**src/rtl/axi_pkg.sv**
```systemverilog
// Shared AXI read-side types: address/data payload structs, response codes,
// ID widths and the read-arbiter state encoding.
package axi_pkg;

    localparam int AXI_ID_BITS  = 4;
    localparam int AXI_IDX_BITS = 4;
    localparam int AXI_IDS_BITS = AXI_IDX_BITS + AXI_ID_BITS;

    typedef enum logic [1:0] {
        OKAY   = 2'b00,
        DECERR = 2'b11
    } RRESP;

    typedef struct packed {
        logic [31:0] addr;
        logic [7:0]  len;
        logic [2:0]  size;
        logic [1:0]  burst;
    } AddrInfo;

    typedef struct packed {
        logic [31:0] data;
        logic        last;
    } DataInfo;

    localparam int AR_W = $bits(AddrInfo);
    localparam int R_W  = $bits(DataInfo);

    typedef enum logic [1:0] {
        IDLE = 2'b00,
        ADDR = 2'b01,
        DATA = 2'b10
    } ArbState;

endpackage

```
**src/rtl/rr_pick.sv**
```systemverilog
// Combinational round-robin selector: first asserted request at or after ptr,
// searching cyclically. Shared by the read and write arbiters.
module rr_pick #(
    parameter int NUM_M = 2,
    parameter int PTR_W = $clog2(NUM_M)
) (
    input  logic [NUM_M-1:0] req,
    input  logic [PTR_W-1:0] ptr,
    output logic [PTR_W-1:0] gnt_idx,
    output logic             any
);

    logic [PTR_W-1:0] w_idx;

    // Walk offsets from farthest to nearest so the closest requester wins.
    always_comb begin
        gnt_idx = ptr;
        w_idx   = '0;
        for (int k = NUM_M - 1; k >= 0; k--) begin
            w_idx = PTR_W'((int'(ptr) + k) % NUM_M);
            if (req[w_idx]) begin
                gnt_idx = w_idx;
            end
        end
    end

    assign any = |req;

endmodule

```
**src/rtl/axi_read_arbiter.sv**
```systemverilog
// Round-robin arbiter sharing one AXI read slave port among NUM_M masters;
// one transaction in flight, grant held from AR handshake to the last R beat.
module axi_read_arbiter
    import axi_pkg::*;
#(
    parameter int NUM_M    = 2,
    parameter int IDX_BITS = AXI_IDS_BITS - AXI_ID_BITS
) (
    input  logic                            ACLK,
    input  logic                            ARESET,
    input  logic [NUM_M*AXI_ID_BITS-1:0]    ARID_M,
    input  logic [NUM_M*AR_W-1:0]           AR_M,
    input  logic [NUM_M-1:0]                ARVALID_M,
    output logic [NUM_M-1:0]                ARREADY_M,
    output logic [NUM_M*AXI_ID_BITS-1:0]    RID_M,
    output logic [NUM_M*R_W-1:0]            R_M,
    output logic [NUM_M*2-1:0]              RRESP_M,
    output logic [NUM_M-1:0]                RVALID_M,
    input  logic [NUM_M-1:0]                RREADY_M,
    output logic [IDX_BITS+AXI_ID_BITS-1:0] ARID_S,
    output logic [AR_W-1:0]                 AR_S,
    output logic                            ARVALID_S,
    input  logic                            ARREADY_S,
    input  logic [IDX_BITS+AXI_ID_BITS-1:0] RID_S,
    input  logic [R_W-1:0]                  R_S,
    input  logic [1:0]                      RRESP_S,
    input  logic                            RVALID_S,
    output logic                            RREADY_S
);

    localparam int PTR_W = $clog2(NUM_M);

    ArbState                r_state;
    ArbState                w_state_next;
    logic [PTR_W-1:0]       r_grant;
    logic [PTR_W-1:0]       w_grant_next;
    logic [PTR_W-1:0]       r_rr_ptr;
    logic [PTR_W-1:0]       w_rr_ptr_next;
    logic [PTR_W-1:0]       w_pick;
    logic                   w_any;
    logic                   w_in_addr;
    logic                   w_in_data;
    logic [NUM_M-1:0]       w_sel;
    logic                   w_unused_rid;
    DataInfo                w_r_s;
    logic [AXI_ID_BITS-1:0] w_arid_m [NUM_M];
    logic [AR_W-1:0]        w_ar_m   [NUM_M];

    assign w_r_s = R_S;
    // R is routed by the latched grant; the index field of RID_S is not trusted.
    assign w_unused_rid = ^RID_S[IDX_BITS+AXI_ID_BITS-1:AXI_ID_BITS];

    rr_pick #(
        .NUM_M (NUM_M),
        .PTR_W (PTR_W)
    ) u_rr_pick (
        .req     (ARVALID_M),
        .ptr     (r_rr_ptr),
        .gnt_idx (w_pick),
        .any     (w_any)
    );

    always_ff @(posedge ACLK) begin
        if (ARESET) begin
            r_state  <= IDLE;
            r_grant  <= '0;
            r_rr_ptr <= '0;
        end else begin
            r_state  <= w_state_next;
            r_grant  <= w_grant_next;
            r_rr_ptr <= w_rr_ptr_next;
        end
    end

    always_comb begin
        w_state_next  = r_state;
        w_grant_next  = r_grant;
        w_rr_ptr_next = r_rr_ptr;
        case (r_state)
            IDLE: begin
                if (w_any) begin
                    w_state_next  = ADDR;
                    w_grant_next  = w_pick;
                    w_rr_ptr_next = (w_pick == PTR_W'(NUM_M - 1)) ? '0 : w_pick + 1'b1;
                end
            end
            ADDR: begin
                if (ARREADY_S) begin
                    w_state_next = DATA;
                end
            end
            DATA: begin
                if (RVALID_S && RREADY_S && w_r_s.last) begin
                    w_state_next = IDLE;
                end
            end
            default: w_state_next = IDLE;
        endcase
    end

    always_comb begin
        w_in_addr = (r_state == ADDR);
        w_in_data = (r_state == DATA);
        ARVALID_S = w_in_addr;
        AR_S      = w_in_addr ? w_ar_m[r_grant] : '0;
        ARID_S    = w_in_addr ? {IDX_BITS'(r_grant), w_arid_m[r_grant]} : '0;
        RREADY_S  = w_in_data & RREADY_M[r_grant];
    end

    genvar gi;
    generate
        for (gi = 0; gi < NUM_M; gi++) begin : g_master
            assign w_arid_m[gi] = ARID_M[gi*AXI_ID_BITS +: AXI_ID_BITS];
            assign w_ar_m[gi]   = AR_M[gi*AR_W +: AR_W];
            assign w_sel[gi]    = (r_grant == PTR_W'(gi));

            assign ARREADY_M[gi] = w_in_addr & w_sel[gi] & ARREADY_S;
            assign RVALID_M[gi]  = w_in_data & w_sel[gi] & RVALID_S;
            assign R_M[gi*R_W +: R_W] = (w_in_data & w_sel[gi]) ? w_r_s : '0;
            assign RRESP_M[gi*2 +: 2] = (w_in_data & w_sel[gi]) ? RRESP_S : 2'b00;
            assign RID_M[gi*AXI_ID_BITS +: AXI_ID_BITS] =
                (w_in_data & w_sel[gi]) ? RID_S[AXI_ID_BITS-1:0] : '0;
        end
    endgenerate

endmodule

```
**config.mk**
```make
export PLATFORM = sky130hd
export DESIGN_NAME = axi_read_arbiter
export DESIGN_NICKNAME = d
export VERILOG_FILES = /design/src/rtl/axi_pkg.sv /design/src/rtl/rr_pick.sv /design/src/rtl/axi_read_arbiter.sv
export SDC_FILE = /design/constraint.sdc
export NUM_CORES = 1
export LEC_CHECK = 0
export BUFFER_PORTS_ARGS = -buffer_cell sky130_fd_sc_hd__buf_2
export CORE_AREA = 3 3 111 113
export CTS_BUF_LIST = sky130_fd_sc_hd__clkbuf_4
export CTS_CLUSTER_DIAMETER = 80
export DETAILED_ROUTE_END_ITERATION = 10
export DIE_AREA = 0 0 114 116
export HOLD_SLACK_MARGIN = 0.1
export SYNTH_ARGS = -nofsm -noshare
export SYNTH_HDL_FRONTEND = slang
export SYNTH_SLANG_ARGS = --single-unit
```
**constraint.sdc**
```tcl
create_clock -name ACLK -period 1.7 [get_ports ACLK]
set_clock_uncertainty 0.05 [all_clocks]
set_input_delay 0 -clock ACLK [delete_from_list [all_inputs] [get_ports ACLK]]
set_output_delay 0 -clock ACLK [all_outputs]
set_load 0.02 [all_outputs]
```
==> results.py <==
metrics = {
    "clocking": {
        "cts_tree": "done",
        "clkTransAtPathRegs_ns": 0.04,
        "h-tree-depth": 1,
        "clock_latency_ns": 0.24,
        "cts_root_buffer": "clkbuf_4",
        "postCtsSetupRepairBufs": 0,
        "clkSinkCount": 4,
        "clockBufferDepth": 2,
        "numCtsBuffers": 3,
    },
    "sta": {
        "fin_ws_ns": 0.0948,
        "whs_ns": 0.127,
        "rsz0062_at_grt": "no",
        "timing.final.crit_share_pct": 94.4,
        "min_period_ns": 1.61,
        "hold_viol": 0,
        "setup_viol": 0,
        "slew_violations": 0,
        "max_freq_ghz": 0.623,
        "totalNegativeSetupSlack_ns": 0,
    },
    "logic_synthesis": {
        "ys_seq_area_share_pct": 4.84,
        "yosysWarnings": 0,
        "ys_types": 28,
        "syn_inst": 230,
        "syn-mean-instance-area_um2": 7.19,
        "ys_seq_elements": 4,
        "synth_area_mm2": 0.00165,
    },
    "worst_setup_path": {
        "critPathLaunch": "r_grant",
        "worstPathCellList": "buf_12 -> mux2i_1 -> nor2_1 -> buf_2",
        "path_class": "flop to output port",
        "ff2ff_path_depth": 3,
        "crit_fanout": 40,
        "crit_family": "flip-flops",
        "path_buf_inv": 2,
        "arrival_ns": 1.56,
        "cp_slowest_cell": "dfxtp_4",
        "r2r_start": "r_state[0]",
        "cp-end-kind": "output port",
        "worstPathRequired_ns": 1.65,
        "r2r_setup_slack_ns": 0.13,
        "slowest_delay_ns": 0.46,
        "reg2reg_to": "r_state[0]",
        "worstSetupStartpointType": "flop",
    },
    "floorplanning": {
        "die_area_mm2": 0.0132,
        "core_area_mm2": 0.0114,
        "die_h_um": 116,
        "start_util_pct": 14.5,
        "num_io_pins": 286,
        "die_w_um": 114,
        "num_rows": 39,
    },
    "global_routing": {
        "grtUsageTotal_pct": 12.3,
        "grt_remaining_overflow": 0,
        "antenna_found_initial": 2,
        "grt_max_degree": 51,
        "grt_pass1_wl_um": 12600,
        "first_global_vias": 2278,
    },
    "layout": {
        "layout_common_cells": "278 x buf_2, 69 x and2_1, 50 x nor2_1, 49 x mux2i_1, 12 x and2_2",
        "antenna_cells": 0,
        "multi_input_area_mm2": 0.00139,
        "n_fill_cell": 1305,
        "seq_area_um2": 86.3,
        "drive_gt1_share_pct": 62.2,
        "nets": 650,
        "syn2layout_area_growth_pct": 94.5,
        "final_common_cell": "buf_2",
    },
    "placement": {
        "gp_congestion": 0.808,
        "dp_hpwl_um": 8380,
        "preCtsSetupSlack_ns": 0.235,
        "portBuffers": 278,
    },
    "route": {
        "routed_wl_um": 9220,
        "drc": 0,
        "wl_per_cell_um": 14.3,
        "ant_nets": 0,
        "firstDrtPassIters": 4,
        "vias": 2533,
        "vias_per_cell": 3.94,
        "drt_iter0_markers": 57,
    },
    "worst_hold_path": {
        "hold_path_class": "input pin to flop",
        "hold_path_depth": 3,
        "hold_path_end": "r_rr_ptr",
        "min_from": "ARVALID_M[1]",
    },
    "power_and_ir_drop": {
        "p_leak_nw": 1.96,
        "peakVddDrop_v": 0.000164,
        "power.density_mw_per_mm2": 365,
    },
    "status": {
        "outcome": "completed",
    },
    "job": {
        "drv_cap": 0,
    },
}
[worst register-to-register path, cell delays in order (launching register included)]
cell	delay, ns
dfxtp_2	0.44
nor3_1	0.08
a2111oi_0	0.34
dlygate4sd3_1	0.60
[Yosys cell counts]
library cell	count	share of area, %
a2111oi_0	1	0.53
a211oi_2	1	0.76
a221oi_2	1	0.91
a32o_2	1	0.68
and2_1	69	26
and2_2	12	5.5
and3_1	1	0.38
and3_2	1	0.45
and3b_2	1	0.61
and4bb_2	1	0.76
buf_2	5	1.5
buf_4	8	3.6
buf_6	7	4.8
clkbuf_2	4	1.2
conb_1	1	0.23
dfxtp_1	4	4.8
inv_1	3	0.68
mux2_1	1	0.68
mux2i_1	49	30
nand2b_1	2	0.76
nand3b_1	1	0.45
nor2_1	50	11
nor2b_1	1	0.38
nor3_1	1	0.30
nor3b_4	1	1.1
nor4b_1	1	0.53
or2b_2	1	0.53
or3b_4	1	0.68
[registers in the layout (all words and copies together), names as in the netlist]
register	count
r_state	2
r_grant	1
r_rr_ptr	1
[kinds of logic (layout without fill, tap and decap cells)]
logic type	Yosys count	count (layout)	share of synthesized area [%]
and+or+nand+nor	144	144	49.9
muxes	50	50	30.4
buffers and inverters	27	295	11.8
AOI/OAI and AO/OA	4	4	2.88
DFF	4	4	4.85
other	1	3	0.227
[power breakdown]
group          internal [W]  switching (W)  total (W)
Sequential         0.000105      0.0000251   0.000130
Combinational      0.000393       0.000500   0.000893
Clock              0.000104      0.0000454   0.000150
[worst max path at each step]
stage	end	slack, ns	cells past startpoint
finish	AR_S[15]	0.09	4
global route	R_M[56]	0.004	3
CTS	r_state[0]	0.04	3
detailed placement	R_M[64]	0.23	3
global placement	R_M[35]	0.24	3
floorplan	ARID_S[0]	0.48	5
[area by class of cell]
cell class / instances / share of cell area (%)
timing repair buffer: 288 / 47.2
multi-input combinational: 201 / 43.2
tap: 143 / 5.56
sequential: 4 / 2.68
clock buffer: 4 / 0.934
inverter: 3 / 0.350
[layer usage]
metal,GRT usage [%],part of all wire (%),up-vias
met5,0,0,-
met2,25.3,53,178
met3,2.09,11,8
met4,2.06,1.0,0
met1,13.2,35,1069
li1,-,-,1278
[through the flow]
| stage | power [W] | instances | instance area, µm² | util [%] |
|---|---|---|---|---|
| final | 0.00117 | 643 | 3220 | 28.2 |
| after global routing | 0.00127 | 643 | 3220 | 28.2 |
| after CTS | 0.00119 | 643 | 3210 | 28.1 |
| after detailed placement | 0.00102 | 633 | 3120 | 27.3 |
| after global placement | 0.00102 | 633 | 3120 | 27.3 |
| after floorplan | 0.000658 | 232 | 1660 | - |
[what timing repair did]
item / CTS / global route
pin swaps: 0 / 1
endpoints found under the setup margin: 40 / 42
endpoints found under the hold margin: 4 / 0
hold buffers: 6 / 0
gates resized for setup: 1 / 2
Power figures use the tool's default switching activity.
